File: src/rtl/loop_filter_pi.sv
// PI loop filter for QAM16 carrier/timing recovery; drives the NCO frequency word.
// Decimated integrator with power-of-two gains, saturating integrator and output.
module loop_filter_pi #(
    parameter int DW          = 34,
    parameter int SHW         = 5,
    parameter int PERIOD_LOG2 = 3
) (
    input  logic                 clk,
    input  logic                 rst,
    input  logic signed [DW-1:0] pd,
    input  logic [SHW-1:0]       ki_sh,
    input  logic [SHW-1:0]       kp_sh,
    input  logic                 hold,
    input  logic                 clr_int,
    output logic signed [DW-1:0] fd_out,
    output logic                 fd_valid,
    output logic                 int_sat
);

    localparam logic signed [DW-1:0] MAXV = {1'b0, {(DW-1){1'b1}}};
    localparam logic signed [DW-1:0] MINV = {1'b1, {(DW-1){1'b0}}};

    // Shift amounts past DW-1 collapse to the sign, so clamp instead of wrapping.
    function automatic logic signed [DW-1:0] asr(input logic signed [DW-1:0] x,
                                                 input logic [SHW-1:0] s);
        int si;
        si = int'(s);
        if (si > DW-1) si = DW-1;
        return x >>> si;
    endfunction

    function automatic logic signed [DW:0] add_ext(input logic signed [DW-1:0] a,
                                                   input logic signed [DW-1:0] b);
        return $signed({a[DW-1], a}) + $signed({b[DW-1], b});
    endfunction

    function automatic logic signed [DW-1:0] sat(input logic signed [DW:0] s);
        if (s[DW] != s[DW-1]) return s[DW] ? MINV : MAXV;
        return s[DW-1:0];
    endfunction

    logic [PERIOD_LOG2-1:0] cnt;
    logic signed [DW-1:0]   integ, pd_q, integ_eff, integ_nx, fd_nx;
    logic signed [DW:0]     isum, osum;
    logic                   iclip;

    always_comb begin
        isum      = add_ext(integ, asr(pd, ki_sh));
        integ_nx  = sat(isum);
        iclip     = isum[DW] != isum[DW-1];
        // A clear on the output edge must already be visible to the output adder.
        integ_eff = clr_int ? '0 : integ;
        osum      = add_ext(integ_eff, asr(pd_q, kp_sh));
        fd_nx     = sat(osum);
    end

    always_ff @(posedge clk or negedge rst) begin
        if (!rst) begin
            cnt      <= '0;
            integ    <= '0;
            pd_q     <= '0;
            fd_out   <= '0;
            fd_valid <= 1'b0;
            int_sat  <= 1'b0;
        end else begin
            cnt      <= cnt + 1'b1;
            fd_valid <= (cnt == PERIOD_LOG2'(1));
            if (cnt == '0) pd_q <= pd;
            if (clr_int) begin
                integ   <= '0;
                int_sat <= 1'b0;
            end else if (cnt == '0 && !hold) begin
                integ   <= integ_nx;
                int_sat <= iclip;
            end
            if (cnt == PERIOD_LOG2'(1)) fd_out <= fd_nx;
        end
    end

endmodule

File: config.mk
export PLATFORM = sky130hd
export DESIGN_NAME = loop_filter_pi
export DESIGN_NICKNAME = d
export VERILOG_FILES = /design/src/rtl/loop_filter_pi.sv
export SDC_FILE = /design/constraint.sdc
export NUM_CORES = 1
export LEC_CHECK = 0
export CAP_MARGIN = 5
export CORE_MARGIN = 2
export CORE_UTILIZATION = 26
export DETAILED_ROUTE_END_ITERATION = 12
export MAX_ROUTING_LAYER = met4
export PLACE_DENSITY = 0.45
export SETUP_SLACK_MARGIN = 0.02
export SYNTH_ARGS = -nofsm -noshare
export SYNTH_HDL_FRONTEND = slang
export SYNTH_SLANG_ARGS = --single-unit
File: constraint.sdc
create_clock -name clk -period 5.6 [get_ports clk]
set_clock_uncertainty 0.05 [all_clocks]
set_input_delay 0.84 -clock clk [delete_from_list [all_inputs] [get_ports clk]]
set_output_delay 0.84 -clock clk [all_outputs]
set_load 0.03 [all_outputs]
==> summary.md <==
| Metric | Value |
|---|---|
| Post-Layout Cell Count | approximately 2,300 |
| Hold buffers post-CTS | 0 |
| Initial antenna violation count | 0 |
| Reg clk slew, reported paths | ~0.080 ns |
| Die height | about 220 um |
| Final global-route overflow total | 0 |
| CP Capture Type | register |
| Crit Path Max Fanout | 24 |
| Cell Pwr Density | approximately 230 mW/mm^2 |
| Power, Total | between 3 and 4 mW |
| Die area | 0.0471 mm^2 |
| Ys Warns | 0 |
| Layer with the highest usage | met2 |
| Seq pwr share | 0.276 |
| GRT met1 Usage | 0.261 |
| IO buf count | a little over 80 |
| Post-DP HPWL | about 34,000 um |
| Slew @ Worst Pin | 0.900 ns |
| Post-synthesis sequential area ratio | 0.227 |
| Drt drc | 0 |
| Slew Limit Fails | 0 |
| Max IR drop VDD | 138 uV |
| Final nets | between 1,500 and 2,000 |
| Mapped Avg Cell Area | 7.57 um^2 |
| Status | finished clean |
| Ys flop type | dfrtp_1 |
| Cell-internal power | a little under 2 mW |
| Relative slew margins | 0.400 |
| Post-synth ARST share | 1.00 |
| Share of cells above drive strength 1 | 0.175 |
| Largest net degree at the start of global routing | 69 |
| Gpl congestion | slightly above 0.9 |
| Routing usage on met2 | 0.286 |
| Logic gate share of total power | 0.522 |
| Fmax | ~190 MHz |
| WHS | between 0.4 and 0.5 ns |
| Placed insts | 2,321 |
| RSZ-0062 raised after global routing | no |
| Synth Net Count | ~1,700 |
| Unique masters post-synth | 77 |
| Clock power share | 0.202 |
| DR vias/cell | between 5 and 6 |
| Register area | between 0.002 and 0.003 mm^2 |
| Worst EP required | between 5 and 6 ns |
| Antenna cell count | 0 |
| Post-synth EDFFs | 0 |
| CTS tree | yes |
| Iter 0 DRT Violations | between 900 and 1,000 |
| Maxcap violations | 0 |
| Filler instances | 4,873 |
| Via count | 11,700 |
| Global Route met3 Usage | 0.0127 |
| Final TNS setup | 0 ns |
| Row cnt | 78 |
| Worst Hold Class | register to register |
| WL final | ~42,000 um |
| #FFs+latches synth | about 110 |
| CTS Buf Count | 9 |
| Synthesized cell area | 0.0118 mm^2 |
| Htree depth | 3 |
| Clock root buffer | clkbuf_16 |
| CTS sink cnt | between 100 and 150 |
| DR WL/cell | 17.9 um |
| Die W | approximately 220 um |
| CP arrival | approximately 5.5 ns |
| P&R area growth vs syn | 25.4% |
| Multi-input logic area | between 0.008 and 0.009 mm^2 |
| Period utilization | 0.942 |
| Clock latency on the worst-skew pair | 0.38 ns |
| Pre-antenna DRT Iters | 5 |
| Vias in the first global route | around 11,000 |
| Leakage power | 6.60 nW |
| # IOs | 84 |
| Total core area | between 0.04 and 0.05 mm^2 |
| Startpoint Class | input port |
| Total GRT Usage | 0.184 |
| Setup-failing EPs final | 0 |
| Critical path type | input port to register |
| First-pass GRT wire length | about 66,000 um |
| Post-Synthesis Cells | approximately 1,600 |
| DRT antenna net count | 0 |
| Sw Share | 0.419 |
| Initial Util | 0.261 |
| Switch Pwr | approximately 1.4 mW |
| Hold Vio Cnt, Final | 0 |
| Fin crit period | between 5 and 6 ns |
| Max clock buf depth | 2 |
==> stage by stage <==
| step | cell area, um^2 | worst slack (ns) | utilization |
|---|---|---|---|
| detailed placement | 14400 | -0.315 | 0.320 |
| global placement | 14400 | -0.307 | 0.320 |
| finish | 14800 | 0.326 | 0.328 |
| global route | 14800 | 0.0226 | 0.328 |
| floorplan | 11800 | 0.257 | - |
| CTS | 14700 | 0.0628 | 0.327 |
==> logic make-up (layout without fill, tap and decap cells) <==
kind of cell	count (synthesis)	count (layout)	share of synthesized area
flops	107	107	0.227
mux	120	120	0.141
fa+ha+maj	76	76	0.0814
compound gates	488	488	0.252
xor+xnor	57	57	0.0430
buf+inv	134	314	0.0456
simple gates	576	576	0.210
==> power by group through the flow <==
stage,sequential [mW],clock [mW],combinational [mW]
after detailed placement,0.961,0,1.77
after global routing,0.959,0.742,1.95
final,0.944,0.689,1.78
after floorplan,1.06,0,0.952
after CTS,0.945,0.712,1.77
after global placement,0.957,0,1.77
==> cell usage in the layout (no fill, tap or decap), types with 7 or more instances in the layout <==
| master | n |
|---|---|
| mux2_2 | 24 |
| nor3_1 | 17 |
| nor2b_1 | 50 |
| nor2_1 | 101 |
| nand2_1 | 329 |
| o21a_1 | 22 |
| xor2_1 | 23 |
| o21ai_1 | 68 |
| a211oi_1 | 16 |
| and2_1 | 7 |
| a21oi_1 | 157 |
| ha_1 | 70 |
| mux4_2 | 34 |
| clkbuf_16 | 9 |
| a31oi_1 | 12 |
| dfrtp_1 | 107 |
| a21o_1 | 21 |
| buf_4 | 178 |
| mux2i_1 | 60 |
| buf_12 | 8 |
| nand3_1 | 26 |
| clkdlybuf4s50_1 | 80 |
| nand2b_1 | 14 |
| xnor2_1 | 33 |
| inv_1 | 26 |
| and3_1 | 7 |
| o211ai_1 | 17 |
| o21ai_0 | 109 |
==> registers in the layout (all words and copies together) (netlist names) <==
register	count
cnt	3
int_sat	1
pd_q	34
integ	34
fd_out	34
fd_valid	1
==> metal layers <==
metal	vias up	part of all wire
met5	-	0
met4	0	0.016
met3	31	0.033
met2	221	0.45
met1	5563	0.50
li1	5910	-
==> Yosys cell counts, types with 17 or more instances <==
library cell	n	area, um^2
mux4_2	34	766
inv_1	26	97.6
o21ai_1	64	320
xnor2_1	33	289
clkbuf_1	78	293
o21a_1	22	165
nor2b_1	51	319
mux2i_1	62	621
nor2_1	102	383
ha_1	71	888
a21o_1	21	158
o21ai_0	113	566
xor2_1	23	201
nand3_1	26	130
o211ai_1	17	128
a21oi_1	158	791
a211oi_1	17	128
nor3_1	18	90.1
dfrtp_1	107	2680
mux2_2	24	270
nand2_1	329	1230
==> worst paths after layout <==
kind | startpoint | slack (ns) | to | depth (start not counted)
setup / recovery | kp_sh[0] | 0.33 | fd_out[24] | 17
min in group asynchronous | rst | 0.50 | pd_q[6] | 1
max in group asynchronous | rst | 3.87 | fd_out[19] | 2
setup reg to reg | pd_q[31] | 1.09 | fd_out[24] | 19
hold reg to reg | fd_out[33] | 0.43 | fd_out[33] | 2
hold / removal | fd_out[33] | 0.43 | fd_out[33] | 2
==> worst max-delay path, cell delays in order <==
cell             delay [ns]
clkdlybuf4s50_1        0.54
buf_12                 0.21
mux4_2                 0.54
nand2_1                0.08
o21ai_0                0.14
mux4_2                 0.52
ha_2                   0.40
nand3_1                0.18
o41ai_4                0.42
o311ai_2               0.16
a211oi_2               0.34
o221ai_2               0.18
xnor2_2                0.32
nand2b_1               0.18
nand2_1                0.11
buf_4                  0.20
o21ai_1                0.14
==> timing repair <==
action                                  4_1_cts  5_1_grt
buffers inserted                              0        1
resized for setup                             0       13
endpoints found under the setup margin        0       64
==> cell type report <==
type	count	share of cell area
tap	600	0.0508
inverter	30	0.00762
multi-input combinational	1317	0.584
clock buffer	9	0.0152
sequential	107	0.181
clock inverter	7	0.00567
timing repair buffer	268	0.156
Power figures use the tool's default switching activity.
